==> src/rtl/i2s_tx_frame.sv <==
// -----------------------------------------------------------------------------
// i2s_tx_frame
//
// Master-mode I2S / TDM transmitter. A frame of CHANNELS samples is taken
// through a valid/ready handshake into a one-frame holding register. At each
// frame boundary the held frame is moved into the shift register. If nothing
// is held, a muted (all-zero) frame is sent instead and underflow pulses.
// Bits leave MSB first with the Philips one-bit delay. Each slot carries
// BITSIZE data bits followed by SLOT-BITSIZE zero bits.
//
// Core state advances on posedge sclk. sdata and lrclk are retimed on
// negedge sclk, so the codec can sample them on the following rising edge.
//
// Parameters
//   BITSIZE   sample width per channel (8..32)
//   SLOT      bit clocks per channel slot (SLOT >= BITSIZE)
//   CHANNELS  slots per frame, even, 2..8. 2 = I2S (lrclk is L/R),
//             >2 = TDM (lrclk is a one-bit frame sync).
//
// Ports
//   sclk       in   bit clock, the only clock
//   rst        in   asynchronous active-low reset
//   en         in   run enable. Low holds the frame counter at 0 and forces
//                   sdata/lrclk low. Dropping en aborts the current frame.
//   in_data    in   CHANNELS*BITSIZE frame, channel 0 in the MSBs
//   in_valid   in   in_data valid
//   in_ready   out  holding register empty (low while in reset)
//   lrclk      out  word select / frame sync
//   sdata      out  serial data
//   underflow  out  one-cycle pulse when a frame starts with nothing held
//
// Optional build macro I2S_TX_UFLOW_CNT_EN adds:
//   uflow_cnt  out  16-bit saturating count of underflow pulses. It is
//                   cleared by rst and on the edge where en rises.
// -----------------------------------------------------------------------------
module i2s_tx_frame #(
  parameter int BITSIZE  = 24,
  parameter int SLOT     = 32,
  parameter int CHANNELS = 2
) (
  input  logic                        sclk,
  input  logic                        rst,
  input  logic                        en,
  input  logic [CHANNELS*BITSIZE-1:0] in_data,
  input  logic                        in_valid,
  output logic                        in_ready,
  output logic                        lrclk,
  output logic                        sdata,
  output logic                        underflow
`ifdef I2S_TX_UFLOW_CNT_EN
  ,
  output logic [15:0]                 uflow_cnt
`endif
);

  localparam int FRAME = CHANNELS * SLOT;
  localparam int DW    = CHANNELS * BITSIZE;
  localparam int CW    = $clog2(FRAME);
  localparam logic [CW-1:0] LAST_IDX = CW'(FRAME - 1);
  localparam logic [CW-1:0] SLOT_IDX = CW'(SLOT);

  // Lays the channel samples out in transmit order. Frame bit j sits at
  // index FRAME-1-j, so the shift register always sends from its top bit.
  function automatic logic [FRAME-1:0] build_frame(input logic [DW-1:0] d);
    logic [FRAME-1:0] f;
    f = '0;
    for (int c = 0; c < CHANNELS; c++) begin
      f[FRAME-1-c*SLOT -: BITSIZE] = d[DW-1-c*BITSIZE -: BITSIZE];
    end
    return f;
  endfunction

  logic [CW-1:0]    r_bitcnt;
  logic             r_run;
  logic [DW-1:0]    r_hold;
  logic             r_hold_full;
  logic [FRAME-1:0] r_shift;
  logic             r_bit;
  logic             r_uflow;
  logic             r_sdata;
  logic             r_lrclk;

  logic             w_start;
  logic             w_accept;
  logic             w_lr;
  logic [FRAME-1:0] w_frame;

  // A frame starts on the first enabled edge after idle, or on the wrap.
  assign w_start  = en && (!r_run || (r_bitcnt == LAST_IDX));
  assign in_ready = rst && !r_hold_full;
  assign w_accept = in_valid && in_ready;
  assign w_frame  = build_frame(r_hold);

  always_comb begin
    w_lr = 1'b0;
    if (r_run) begin
      if (CHANNELS == 2) w_lr = (r_bitcnt >= SLOT_IDX);
      else               w_lr = (r_bitcnt == LAST_IDX);
    end
  end

  // Holding register payload: only meaningful while r_hold_full is set.
  always_ff @(posedge sclk) begin
    if (w_accept) r_hold <= in_data;
  end

  // Core frame state. r_bit takes the bit leaving the shift register. That
  // gives the one-bit Philips delay: during bit period k it holds frame
  // bit k-1. At k=0 it holds the last bit of the previous frame.
  always_ff @(posedge sclk or negedge rst) begin
    if (!rst) begin
      r_bitcnt    <= '0;
      r_run       <= 1'b0;
      r_hold_full <= 1'b0;
      r_shift     <= '0;
      r_bit       <= 1'b0;
      r_uflow     <= 1'b0;
    end else begin
      r_run <= en;
      if (!en) begin
        r_bitcnt <= '0;
        r_shift  <= '0;
        r_bit    <= 1'b0;
        r_uflow  <= 1'b0;
      end else begin
        r_bit <= r_shift[FRAME-1];
        if (w_start) begin
          r_bitcnt <= '0;
          r_shift  <= r_hold_full ? w_frame : '0;
          r_uflow  <= !r_hold_full;
        end else begin
          r_bitcnt <= r_bitcnt + CW'(1);
          r_shift  <= r_shift << 1;
          r_uflow  <= 1'b0;
        end
      end
      // Accept only happens while empty and a load only consumes while
      // full, so the two branches never compete.
      if (w_accept)                         r_hold_full <= 1'b1;
      else if (en && w_start && r_hold_full) r_hold_full <= 1'b0;
    end
  end

  // Pin retiming on the falling edge.
  always_ff @(negedge sclk or negedge rst) begin
    if (!rst) begin
      r_sdata <= 1'b0;
      r_lrclk <= 1'b0;
    end else begin
      r_sdata <= r_run && r_bit;
      r_lrclk <= w_lr;
    end
  end

  assign sdata     = r_sdata;
  assign lrclk     = r_lrclk;
  assign underflow = r_uflow;

`ifdef I2S_TX_UFLOW_CNT_EN
  logic [15:0] r_uflow_cnt;
  logic        w_en_rise;

  assign w_en_rise = en && !r_run;

  // Counts each pulse on the edge after it is raised. The pulse issued at
  // an en rise is therefore counted after the clear.
  always_ff @(posedge sclk or negedge rst) begin
    if (!rst) begin
      r_uflow_cnt <= '0;
    end else if (w_en_rise) begin
      r_uflow_cnt <= '0;
    end else if (r_uflow && (r_uflow_cnt != 16'hFFFF)) begin
      r_uflow_cnt <= r_uflow_cnt + 16'd1;
    end
  end

  assign uflow_cnt = r_uflow_cnt;
`endif

endmodule

==> config.mk <==
export PLATFORM = sky130hd
export DESIGN_NAME = i2s_tx_frame
export DESIGN_NICKNAME = d
export VERILOG_FILES = /design/src/rtl/i2s_tx_frame.sv
export SDC_FILE = /design/constraint.sdc
export NUM_CORES = 1
export LEC_CHECK = 0
export CAP_MARGIN = 20
export CORE_MARGIN = 5
export CORE_UTILIZATION = 50
export DETAILED_ROUTE_END_ITERATION = 10
export GPL_ROUTABILITY_DRIVEN = 0
export PLACE_DENSITY = 0.72
export SETUP_SLACK_MARGIN = 0.1
export SLEW_MARGIN = 30
export SYNTH_ARGS = -nofsm -noshare
export SYNTH_HDL_FRONTEND = slang
export SYNTH_SLANG_ARGS = --single-unit
==> constraint.sdc <==
create_clock -name sclk -period 7.3 [get_ports sclk]
set_input_delay 1.825 -clock sclk [delete_from_list [all_inputs] [get_ports sclk]]
set_output_delay 1.825 -clock sclk [all_outputs]
set_load 0.005 [all_outputs]
# --- Word level (Yosys, flattened, before mapping) ---
# Cells that the tools add are included.
word_totals:
  output_inout_bits: 4
  register_bits: 124
classes:
  reduce_logical: 10
  order_cmp: 1
  n_eq_ne: 1
  n_addsub: 1
  muxes: 11
ops:
  columns: ["operator", "n"]
  rows:
  - ["2-to-1 mux 64 bit", 3]
  - ["2-to-1 mux 6 bit", 2]
  - ["adder 6 x 1 -> 6 bit, second input constant", 1]
  - ["equality test 6 bit, second input constant", 1]
  - ["greater-or-equal comparator 6 bit, second input constant", 1]
  - ["logical AND 1 bit", 6]
  - ["2-to-1 mux 1 bit", 6]
  - ["zero test 1 bit", 2]
  - ["nonzero test 2 bit", 1]
  - ["logical OR 1 bit", 1]

# --- Depth between registers and ports, before layout ---
logic_depth:
  depth_word: 7
  ltp_mapped: 6
  ltp_nobuf: 4

==> results.toml <==
[sta]
skew_ns = 0.0724
slew_headroom_pct = 35.4
slew_violations = 0
tightest_slew_ns = 0.969
whs_ns = 0.474
rsz0062_at_grt = "no"
tns_ns = 0
hold_viol_final = 0
setup_violations = 0

[final_layout]
synthToLayoutAreaGrowth_pct = 20.8
n_antenna_cell = 0
drive_above_1_share_pct = 15.9
fillers = 866
final_area_um2 = 6570
fin_nets = 574

[worst_setup_path]
r2r_setup_slack_ns = 2.86
path_cells = "clkdlybuf4s50_1"
worstSetupPathType = "reg -> out"
slowest_stage = "clkdlybuf4s50_1"
worstSetupEndpointType = "primary output"
crit_family = "buffers and inverters"
worstSetupPathDepth = 1
crit_buf_inv = 1
start_kind = "flip-flop"
path_max_fanout = 1
crit_start = "lrclk"
critPathMaxStageDelay_ns = 0.50
worstPathRequired_ns = 5.48
arrival_ns = 4.97
r2r-start = "r_bitcnt[5]"
crit_end = "lrclk"
r2r_end = "lrclk"
ff2ff_path_depth = 1

[clock_tree]
post_cts_buffers = 0
cts-buffers-inserted = 17
cts_hold_buf = 0
cts_root_buf = "clkbuf_8"
cts_tree = "yes"
cts.htree.levels = 4
ctsLongestPathBuffers = 2
cts_resized = 0
clkTransAtPathRegs_ns = 0.06
cts_num_sinks = 116
clk_latency_ns = 0.52

[synthesis]
netlist_area_um2 = 5430
seq_area_frac_synth_pct = 57.8
synth_top_area_cell = "dfrtp_1"
synthMostInstantiatedCell = "nand2_1"
synth-async-reset-ratio_pct = 58.6
synthDominantCellAreaShare_pct = 30.4
synthFlopType = "dfrtp_1"
mappedNetlistNets = 539
syn_area_per_cell_um2 = 11.2
ys_types = 27
synth_common_cells = "nand2_1 (96), dfrtp_1 (66), edfxtp_1 (48), nor2b_1 (48)"
yosys_warnings = 0
ys_ff_latch = 116
ys_top_cells_by_area = "dfrtp_1 (30%), edfxtp_1 (27%), o31a_1 (7.6%), nor3_2 (7.0%), nand2_1 (6.6%)"
synth-edff-count = 48
synth_cells = 485

[detailed_routing]
drt_pre_antenna_iters = 4
avgViaCountPerCell = 5.64
vias = 3797
drc_errors = 0
routed_wl_mm = 11.1
drt_iter0_markers = 383
antenna_left = 0
wl_per_cell_um = 16.4

[place]
placed_area_um2 = 5990
port_buffers = 55
dpl.hpwl_mm = 6.06

[global_route]
gr-total-overflow = 0
antenna_found_initial = 0
grt_pass1_vias = 3927
grt_max_degree = 99
gr-usage-all-layers_pct = 18.1
grt_pass1_wl_mm = 18.7

[power]
powerDensity_nw_per_um2 = 258
p_leak_nw = 2.50
vdd_drop_max_mv = 0.183

[worst_hold_path]
hold_class = "reg -> reg"
holdPathStages = 1

[floorplanning]
die_h_um = 114
die_area_um2 = 13100
start_util_pct = 50.6
die_w_um = 114
ios = 56
core_um2 = 10700
rows = 38

[job]
cap_violations = 0

[status]
status = "finished clean"
how the worst min path moves through the flow:
stage / from / endpoint / slack, ns
after detailed placement: r_shift[32] / r_shift[33] / 0.47
final: r_shift[63] / r_bit / 0.47
after floorplan: r_shift[63] / r_bit / 0.43
after global routing: r_shift[34] / r_shift[35] / 0.50
after CTS: r_shift[32] / r_shift[33] / 0.48
after global placement: r_shift[35] / r_shift[36] / 0.47
metrics by stage:
stage	utilization [%]	setup slack (ns)	total power, mW	std cells
floorplan	-	1.45	0.847	485
global placement	55.4	0.960	0.899	639
detailed placement	55.7	0.960	0.908	641
CTS	61.1	0.478	1.71	673
global route	61.1	0.460	1.76	673
finish	61.1	0.501	1.70	673
cell usage in the layout (no fill, tap or decap), types with 2 or more instances in the layout:
cell,count
buf_12,2
nor3_1,11
clkinvlp_4,4
dfrtn_1,2
o31a_1,47
buf_4,5
bufinv_16,2
dfrtp_1,64
nor3_2,38
inv_4,2
nand3_1,2
nor2b_1,48
clkinv_2,4
clkbuf_8,3
and3_1,10
a21oi_1,2
xor2_1,3
o22ai_1,47
clkbuf_16,16
nand2_1,95
and2_1,3
nor2_1,3
inv_1,3
o21ai_0,2
ha_1,2
clkdlybuf4s50_1,53
edfxtp_1,48
report_power, final:
| part | leakage (nW) | internal [mW] | total (mW) | switching (mW) |
|---|---|---|---|---|
| sequential | 1.36 | 0.721 | 0.750 | 0.0285 |
| combinational | 0.867 | 0.0667 | 0.147 | 0.0805 |
| clock | 0.276 | 0.501 | 0.800 | 0.299 |
| total | 2.50 | 1.29 | 1.70 | 0.408 |
logic make-up (layout without fill, tap and decap cells):
group | after synthesis | after routing | synth area share (%)
adder cells (fa/ha/maj) | 2 | 2 | 0.460
buffers and inverters | 48 | 96 | 4.79
XOR/XNOR | 3 | 3 | 0.484
flip-flops | 116 | 116 | 57.8
AO/OA/AOI/OAI | 101 | 101 | 13.8
AND/OR/NAND/NOR | 215 | 215 | 22.6
flip-flops by register name, summed over array words and instances, names as in the netlist:
name,cells
r_hold,48
r_run,1
underflow,1
sdata,1
r_shift,56
r_bitcnt,6
r_bit,1
lrclk,1
r_hold_full,1
final cells by class:
cell class                 instances  area, um2  share of cell area, %
sequential                       116       3150                   48.0
clock inverter                    13        131                   2.00
clock buffer                      19        442                   6.73
tap                              140        175                   2.67
inverter                           3       11.3                  0.172
multi-input combinational        321       2040                   31.1
timing repair buffer              61        613                   9.34
routing by layer:
layer  share of wire (%)  wire length [um]  vias to the layer above  global-route usage [%]
li1                    -                 -                     1810                       -
met1                  46              5080                     1907                    23.6
met2                  50              5510                       71                    29.5
met3                 3.3               360                        9                    4.65
met4                 1.1               125                        0                    6.10
met5                   0                 0                        -                       0
Power figures use the tool's default switching activity.
